==> config.mk <==
export PLATFORM = sky130hd
export DESIGN_NAME = countdown_timer_ctrl
export DESIGN_NICKNAME = d
export VERILOG_FILES = /design/src/rtl/countdown_timer_ctrl.sv
export SDC_FILE = /design/constraint.sdc
export NUM_CORES = 1
export LEC_CHECK = 0
export ABC_AREA = 1
export ABC_CLOCK_PERIOD_IN_PS = 2100
export CAP_MARGIN = 5
export CORE_ASPECT_RATIO = 0.7
export CORE_MARGIN = 10
export CORE_UTILIZATION = 55
export CTS_BUF_LIST = sky130_fd_sc_hd__clkbuf_4 sky130_fd_sc_hd__clkbuf_8
export DETAILED_ROUTE_END_ITERATION = 10
export MAX_ROUTING_LAYER = met4
export PLACE_DENSITY = 0.82
export SLEW_MARGIN = 20
export SYNTH_ARGS = -nofsm -noshare
export SYNTH_HDL_FRONTEND = slang
export SYNTH_SLANG_ARGS = --single-unit
==> constraint.sdc <==
create_clock -name clk -period 2.1 [get_ports clk]
set_input_delay 0.21 -clock clk [delete_from_list [all_inputs] [get_ports clk]]
set_output_delay 0.21 -clock clk [all_outputs]
set_load 0.1 [all_outputs]
==> src/rtl/countdown_timer_ctrl.sv <==
`default_nettype none
`timescale 1ns / 1ps
// ============================================================================
// Module   : countdown_timer_ctrl
// Purpose  : Prescaled countdown timer. Loads a start value, decrements it
//            once every TICK_DIV clocks and emits a one-cycle done pulse on
//            expiry. Supports pause/resume, abort, restart-on-start and a
//            low-count warning flag. count_o feeds the BCD / seven-segment
//            display path; done_o returns to the calculator control FSM.
// Revision : 1.0 - initial release
// ----------------------------------------------------------------------------
// Parameters
//   CNT_W      width of load_val_i / count_o (>= 2)
//   TICK_DIV   clk cycles per count decrement (>= 2)
//   WARN_LEVEL warn_o threshold (CNT_W bits)
// Ports
//   clk         in   1      clock
//   rst_n       in   1      asynchronous active-low reset
//   load_val_i  in   CNT_W  start value, sampled on an accepted start
//   start_i     in   1      load and run (restarts when already counting)
//   pause_i     in   1      freeze the countdown (RUN)
//   resume_i    in   1      continue the countdown (PAUSE)
//   abort_i     in   1      cancel, back to IDLE without done
//   count_o     out  CNT_W  remaining count
//   busy_o      out  1      RUN or PAUSE
//   paused_o    out  1      PAUSE
//   tick_out_o  out  1      high in the cycle a decrement is committed
//   warn_o      out  1      busy and 0 < count <= WARN_LEVEL
//   done_o      out  1      one-cycle expiry pulse
// ============================================================================
module countdown_timer_ctrl #(
  parameter int               CNT_W      = 16,
  parameter int               TICK_DIV   = 100_000_000,
  parameter logic [CNT_W-1:0] WARN_LEVEL = 10
) (
  input  logic             clk,
  input  logic             rst_n,
  input  logic [CNT_W-1:0] load_val_i,
  input  logic             start_i,
  input  logic             pause_i,
  input  logic             resume_i,
  input  logic             abort_i,
  output logic [CNT_W-1:0] count_o,
  output logic             busy_o,
  output logic             paused_o,
  output logic             tick_out_o,
  output logic             warn_o,
  output logic             done_o
);

  // Prescaler counts 0 .. TICK_DIV-1; guard keeps the width legal even if
  // the parameter is misconfigured below its minimum.
  localparam int               PRE_W    = (TICK_DIV > 1) ? $clog2(TICK_DIV) : 1;
  localparam logic [PRE_W-1:0] PRE_LAST = PRE_W'(TICK_DIV - 1);

  typedef enum logic [1:0] {
    S_IDLE  = 2'd0,
    S_RUN   = 2'd1,
    S_PAUSE = 2'd2,
    S_DONE  = 2'd3
  } state_t;

  state_t           state_q, state_d;
  logic [CNT_W-1:0] count_q, count_d;
  logic [PRE_W-1:0] pre_q,   pre_d;

  logic             w_load_zero;
  logic             w_advance;
  logic             w_tick;

  assign w_load_zero = (load_val_i == '0);

  // --------------------------------------------------------------------------
  // State, count and prescaler registers
  // --------------------------------------------------------------------------
  always_ff @(posedge clk or negedge rst_n) begin
    if (!rst_n) begin
      state_q <= S_IDLE;
      count_q <= '0;
      pre_q   <= '0;
    end else begin
      state_q <= state_d;
      count_q <= count_d;
      pre_q   <= pre_d;
    end
  end

  // --------------------------------------------------------------------------
  // Next-state logic. Priority: abort > start > pause/resume > tick.
  // --------------------------------------------------------------------------
  always_comb begin
    state_d   = state_q;
    count_d   = count_q;
    pre_d     = pre_q;
    w_advance = 1'b0;
    w_tick    = 1'b0;

    unique case (state_q)
      S_IDLE: begin
        // abort/pause/resume are meaningless while idle
        if (start_i) begin
          pre_d = '0;
          if (w_load_zero) begin
            count_d = '0;
            state_d = S_DONE;
          end else begin
            count_d = load_val_i;
            state_d = S_RUN;
          end
        end
      end

      S_RUN, S_PAUSE: begin
        if (abort_i) begin
          state_d = S_IDLE;
          count_d = '0;
          pre_d   = '0;
        end else if (start_i) begin
          // Restart from the new value with a fresh tick period
          pre_d = '0;
          if (w_load_zero) begin
            count_d = '0;
            state_d = S_DONE;
          end else begin
            count_d = load_val_i;
            state_d = S_RUN;
          end
        end else begin
          if (state_q == S_RUN) begin
            if (pause_i) begin
              state_d = S_PAUSE;
            end else begin
              w_advance = 1'b1;
            end
          end else begin
            // The pause-request cycle in RUN does not advance, while the
            // resume cycle does: the number of advancing cycles therefore
            // stays N*TICK_DIV and a pause of P cycles shifts done by P.
            if (resume_i && !pause_i) begin
              state_d   = S_RUN;
              w_advance = 1'b1;
            end
          end

          if (w_advance) begin
            if (pre_q == PRE_LAST) begin
              pre_d = '0;
              // count is always >= 1 while counting; the guard makes
              // underflow structurally impossible.
              if (count_q != '0) begin
                w_tick  = 1'b1;
                count_d = count_q - CNT_W'(1);
                if (count_q == CNT_W'(1)) begin
                  state_d = S_DONE;
                end
              end
            end else begin
              pre_d = pre_q + PRE_W'(1);
            end
          end
        end
      end

      S_DONE: begin
        // Single-cycle state; any start here is dropped on purpose
        state_d = S_IDLE;
        count_d = '0;
        pre_d   = '0;
      end

      default: begin
        state_d = S_IDLE;
        count_d = '0;
        pre_d   = '0;
      end
    endcase
  end

  // --------------------------------------------------------------------------
  // Output decode (no extra pipeline stages)
  // --------------------------------------------------------------------------
  assign count_o    = count_q;
  assign busy_o     = (state_q == S_RUN) || (state_q == S_PAUSE);
  assign paused_o   = (state_q == S_PAUSE);
  assign done_o     = (state_q == S_DONE);
  assign tick_out_o = w_tick;
  assign warn_o     = busy_o && (count_q != '0) && (count_q <= WARN_LEVEL);

endmodule

`default_nettype wire

==> results of run 1 <==
[worst max-delay path by stage]
| stage | start | endpoint | slack (ns) |
|---|---|---|---|
| 2_1_floorplan | state_q[0] | tick_out_o | -0.38 |
| 3_3_place_gp | start_i | pre_q[24] | 0.04 |
| 3_5_place_dp | start_i | pre_q[24] | -0.05 |
| 4_1_cts | pre_q[1] | tick_out_o | -0.03 |
| 5_1_grt | pre_q[1] | tick_out_o | -0.17 |
| 6_report | pre_q[0] | tick_out_o | -0.11 |
[metrics by stage]
step	setup WS (ns)	instances	area (sq um)	power [mW]	setup TNS, ns
final	-0.110	657	4440	6.17	-0.110
after global routing	-0.172	657	4440	6.53	-0.495
after CTS	-0.0304	645	4320	5.89	-0.0304
after detailed placement	-0.0518	628	4120	5.25	-0.0518
after global placement	0.0394	628	4120	5.17	0
after floorplan	-0.381	502	3530	4.30	-0.541
[state kept, by name, summed over array words and instances (netlist names)]
register / count
state_q: 2
count_o: 16
pre_q: 27
[worst reg2reg max path: cells and delay by family (launching register included)]
kind / cells / cell delay (ns)
DFF: 1 / 0.42
buffers and inverters: 1 / 0.12
and+or+nand+nor: 6 / 0.73
AOI/OAI and AO/OA: 2 / 0.44
adders and majority gates: 1 / 0.25
[area by class of cell]
cell class / count / area [sq um] / share of cell area, %
Multi-Input combinational cell: 393 / 2150 / 48.5
Sequential cell: 45 / 1170 / 26.3
Timing Repair Buffer: 80 / 713 / 16.1
Inverter: 56 / 213 / 4.79
Tap cell: 75 / 93.8 / 2.11
Clock buffer: 6 / 82.6 / 1.86
Clock inverter: 2 / 13.8 / 0.310
[power groups by stage]
stage	clock network, mW	logic, mW	registers (mW)
after global routing	0.618	4.56	1.36
after CTS	0.590	3.98	1.32
final	0.587	4.25	1.33
after floorplan	0	2.11	2.19
after detailed placement	0	3.91	1.35
after global placement	0	3.83	1.34
[metal layers]
layer / GRT usage [%] / share of wire (%) / vias up / wire length (microns)
met5: - / 0 / - / 0
met4: 2.84 / 0.67 / 0 / 73
met3: 5.29 / 11 / 10 / 1170
met2: 29.8 / 41 / 189 / 4450
met1: 32.7 / 48 / 1736 / 5160
li1: - / - / 1775 / -
[what timing repair did]
action                     4_1_cts  5_1_grt
hold endpoints to repair        45        0
gates cloned                     0        1
gates resized for setup          9        8
setup endpoints to repair        2       20
pin swaps                        7        7
hold buffers                     1        0
setup buffers                    8       11
[Yosys cell counts]
library cell and instances:
dfrtp_1 45, nor3b_1 1, nand4_1 9, o21ai_2 10
nor2_2 6, ha_1 9, xor2_1 8, a21oi_2 1
inv_4 1, or2_1 1, nor4_1 8, buf_2 3
nand2_2 7, a21oi_1 12, nand3b_4 1, xnor2_1 5
nor3_1 8, nand3_2 1, nand2_8 1, nand2_4 3
nor4b_1 1, nand3_1 28, buf_4 3, nor2_1 90
nand4_4 1, a311oi_1 1, nor2_4 4, a31oi_1 3
inv_1 48, nor3_4 1, nand3b_1 1, o21ai_1 7
clkbuf_1 1, or2_2 2, o21ai_0 16, and3_1 1
o211ai_1 3, or2_0 1, o221ai_1 2, buf_6 2
nand2_1 138, o21a_1 1, inv_2 7
[logic make-up after synthesis]
family | synth area share (%)
buf+inv | 8.08
flops | 32.9
xor+xnor | 3.33
simple gates | 42.2
compound gates | 10.1
fa+ha+maj | 3.29
==> run summary, run 1 <==
Vias/cell: 5.65
layout cells sized above 1: 26.3%
GR Overflow Total: 0
switching share of power: 56.3%
slowest cell delay on critical path: 0.41 ns
combinational share of power: 69.0%
Sequential Power Share: 21.5%
WP depth: 8
max-slew violation count: 0
FF+latch count, synth: 45
Final Util: 75.6%
crit path DAT: 2.00 ns
Power Density: 1390 mW/mm^2
largest net degree at the start of global routing: 46
vias in the first global route: 3,422
initial antenna violation count: 0
# clock sinks: 45
TritonCTS buffer count: 5
most frequent cells in the layout: nand2_1 (134), nor2_1 (81), buf_4 (53), inv_1 (45), dfrtp_1 (28)
die height: 86.0 microns
DRT Wirelength: 10,900 microns
Synth warnings: 0
Overall Global Routing Usage: 22.0%
PnR worst setup slack: -0.110 ns
Clock transition at path regs: 0.10 ns
H-Tree Depth: 2
clock share of power: 9.5%
internal power: 2.69 mW
first-pass GRT wire length: 17,300 microns
top cells by area, synth: dfrtp_1 (33%), nand2_1 (15%), nor2_1 (9.9%)
clk buf depth: 2
Max Freq: 0.453 GHz
period utilisation layout: 105%
WHS: 0.416 ns
wire length per cell: 16.5 microns
initial core utilization: 58.3%
Post-Synthesis Cells: 502
io pins: 43
final hold violation count: 0
cell area after synthesis: 0.00342 sq mm
DR pass1 iterations: 5
status: complete, but fails checks
area delta synth->final: 29.7%
row cnt: 23
failing checks: negative setup slack
dpl hpwl: 8050 microns
area leader, netlist: dfrtp_1
antenna diode count: 0
post-synthesis sequential area ratio: 32.9%
syn_nets: 533
top-area cell type share of the netlist area: 32.9%
clock skew: 0.0115 ns
port bufs: 42
crit path time final: 2.21 ns
reg-to-reg endpoint: pre_q[24]
FF-to-FF setup slack: 0.02 ns
Routed Antenna Nets: 0
Die X: 114 microns
worst r2r src: state_q[0]
CP Capture Type: output pin
Switch Pwr: 3.48 mW
drt initial violations: 436
Worst EP required: 1.89 ns
Nets: 612
CORE AREA: 0.00587 sq mm
CTS tree: built
critical path fanouts, max: 2
CP startpoint kind: register
CP Cell Sequence: ha_2, inv_2, nor2_4, nand2_2, inv_2, nand4_1, nor4b_4, buf_12
critical path class: reg2out
residual DRC count: 0
CTS root buffer: clkbuf_8
CP bufs+invs: 3
worst hold-check path type: in2async
P_leak: 2.05 nW
most common cell after layout, fill and taps aside: nand2_1
peak supply drop: 1.13 mV
crit-path leading delay family: simple AND/OR/NAND/NOR gates
cell mode on critical path: inv_2
endpoints failing setup: 1
Slew @ Worst Pin: 0.555 ns
Max transition margin: 62.7%
Yosys cell types: 43
Avg Inst Size Synth: 6.81 sq um
RSZ-0062 raised after global routing: yes
Via Count: 3,710
Critical-path top delay cell: nor4b_4
RD Place Congestion: 0.969
clock latency on the worst-skew pair: 0.30 ns
Reg2Reg Depth: 10
Max-cap violations: 0
Die ar.: 0.00982 sq mm
fillers: 470
Power figures use the tool's default switching activity.
==> inputs of run 2 (changes only) <==
--- a/config.mk
+++ b/config.mk
@@ -9,7 +9,7 @@
 export ABC_CLOCK_PERIOD_IN_PS = 2100
 export CAP_MARGIN = 5
 export CORE_ASPECT_RATIO = 0.7
-export CORE_MARGIN = 10
+export CORE_MARGIN = 3
 export CORE_UTILIZATION = 55
 export CTS_BUF_LIST = sky130_fd_sc_hd__clkbuf_4 sky130_fd_sc_hd__clkbuf_8
 export DETAILED_ROUTE_END_ITERATION = 10
==> run 2 against run 1 <==
Against the previous run:
- the run still ends with negative setup slack left
- total power is 1.4% lower
- sequential cell count stayed put
- non-clock buffer count stayed put
- first-iteration DRC count is 38% lower
- cell count is 0.15% lower
- combinational power is 3% lower
- fmax is 5.1% higher
==> run summary, run 2 (same netlist as run 1, synthesis figures left out) <==
status: complete, but fails checks
failing checks: negative setup slack
DR pass1 iterations: 4 (-1)
layout cells sized above 1: 26.5% (+0.22 points)
Post-Place Cells: 630 (+0.32%)
CP startpoint kind: register
CORE AREA: 0.00587 sq mm (unchanged)
overall power: 6.09 mW (-1.4%)
CP bufs+invs: 3 (unchanged)
clk buf depth: 2 (unchanged)
Worst EP required: 1.89 ns (about the same)
Max Freq: 0.475 GHz (+5.1%)
Setup TNS: -0.00317 ns (+0.107 ns)
CTS root buffer: clkbuf_8
wire length per cell: 14.5 microns (-12%)
Top Usage Layer GRT: met1
area delta synth->final: 29.7% (unchanged)
drt initial violations: 271 (-38%)
Overall Global Routing Usage: 28.2% (+6.1 points)
Via Count: 3,541 (-4.6%)
CP endpoint: tick_out_o
critical path fanouts, max: 2 (unchanged)
Final Util: 75.6% (unchanged)
# clock sinks: 45 (unchanged)
grt met2 use: 38.8% (+9.0 points)
max-slew violation count: 0 (unchanged)
Top reg by flops: pre_q
clock skew: 0.00357 ns (-0.00791 ns)
GR Overflow Total: 0 (unchanged)
Clock transition at path regs: 0.09 ns (about the same)
residual DRC count: 0 (unchanged)
CTS tree: built
met1 usage: 43.3% (+11 points)
CP Capture Type: output pin
Power Density: 1370 mW/mm^2 (-1.4%)
Critical-path top delay cell: nor4b_4
Die X: 100 microns (-12%)
peak supply drop: 0.875 mV (-23%)
port bufs: 42 (unchanged)
WP depth: 8 (unchanged)
H-Tree Depth: 2 (unchanged)
row cnt: 23 (unchanged)
endpoints failing setup: 1 (unchanged)
crit path DAT: 1.89 ns (-0.11 ns)
Die ar.: 0.00722 sq mm (-27%)
Slew @ Worst Pin: 0.487 ns (-0.0681 ns)
Worst Setup SP: pre_q[0]
Nets: 611 (-0.16%)
initial core utilization: 58.3% (unchanged)
FF-to-FF setup slack: 0.14 ns (+0.12 ns)
Reg2Reg Depth: 13 (+3)
crit-path leading delay family: simple AND/OR/NAND/NOR gates
CP Cell Sequence: ha_2, inv_4, nor2_4, nand2_2, inv_2, nand4_1, nor4b_4, buf_12
initial antenna violation count: 0 (unchanged)
first-pass GRT wire length: 15,700 microns (-9.4%)
Max-cap violations: 0 (unchanged)
worst r2r src: pre_q[0]
RSZ-0062 raised after global routing: yes
pre-CTS setup slack: 0.0658 ns (+0.118 ns)
period utilisation layout: 100% (-5.1 points)
reg-to-reg endpoint: count_o[3]
largest net degree at the start of global routing: 46 (unchanged)
clock latency on the worst-skew pair: 0.30 ns (about the same)
die height: 72.0 microns (-16%)
TritonCTS buffer count: 5 (unchanged)
critical path class: reg2out
P_leak: 2.04 nW (-0.30%)
RD Place Congestion: 0.921 (-5.0%)
most common cell after layout, fill and taps aside: nand2_1
antenna diode count: 0 (unchanged)
PnR worst setup slack: -0.00317 ns (+0.107 ns)
fillers: 462 (-1.7%)
worst hold-check path type: in2async
Routed Antenna Nets: 0 (unchanged)
max FFs per register: 27 (unchanged)
Vias/cell: 5.40 (-4.4%)
io pins: 43 (unchanged)
DRT Wirelength: 9510 microns (-12%)
dpl hpwl: 7060 microns (-12%)
met3 usage: 5.09% (-0.20 points)
vias in the first global route: 3,183 (-7.0%)
slowest cell delay on critical path: 0.38 ns (-0.03 ns)
fin cells: 656 (-0.15%)
crit path time final: 2.10 ns (-0.107 ns)
Max transition margin: 67.2% (+4.6 points)
most frequent cells in the layout: nand2_1 (135), nor2_1 (82), buf_4 (52), inv_1 (45), nand3_1 (28)
final hold violation count: 0 (unchanged)
## run 2: timing repair
item / 4_1_cts / 5_1_grt
endpoints found under the setup margin: 2 / 7
hold endpoints to repair: 45 / 0
pin swaps: 2 / 7
resized for setup: 6 / 15
hold buffers: 1 / 0
buffers inserted: 3 / 14
## run 2: stage by stage
stage / hold slack [ns] / instance area [sq um]
6_report: 0.440 / 4440
5_1_grt: 0.472 / 4440
4_1_cts: 0.417 / 4290
3_5_place_dp: 0.214 / 4140
3_3_place_gp: 0.212 / 4140
2_1_floorplan: -0.0856 / 3530
## run 2: power breakdown
part           switching [mW]  leakage [nW]  internal (mW)
Sequential              0.240         0.578           1.09
Combinational            2.83          1.41           1.31
Clock                   0.318        0.0542          0.298
## run 2: cell type report
cell class              count  area, sq um  area share (%)
flip-flops and latches     45         1170            26.4
repair buffers             80          717            16.2
clock buffers               7         96.3            2.17
well taps                  75         93.8            2.11
multi-input cells         392         2140            48.2
inverters                  56          215            4.85
clock inverters             1         5.00           0.113
## run 2: worst min-delay path by stage
stage / start / endpoint / slack, ns / cells after the start
2_1_floorplan: rst_n / count_o[14] / -0.09 / 0
4_1_cts: rst_n / pre_q[8] / 0.42 / 3
5_1_grt: rst_n / pre_q[11] / 0.47 / 3
3_5_place_dp: rst_n / count_o[10] / 0.21 / 2
3_3_place_gp: rst_n / count_o[10] / 0.21 / 2
6_report: rst_n / count_o[10] / 0.44 / 3
## run 2: worst reg2reg max path, cell delays in order, from the launching register on
cell and delay, ns:
dfrtp_1 0.37, ha_2 0.20, inv_4 0.04, nor2_4 0.09
nand2_2 0.08, inv_2 0.07, buf_4 0.10, buf_4 0.14
nand3b_4 0.09, nand2_4 0.10, nand4_4 0.19, buf_4 0.24
nand2_1 0.08, o21ai_2 0.05
## run 2: routing by layer
metal	wire length (microns)	vias to the layer above	part of all wire, %
li1	-	1767	-
met1	4690	1641	49
met2	4000	123	42
met3	735	10	7.7
met4	85	0	0.89
met5	0	-	0
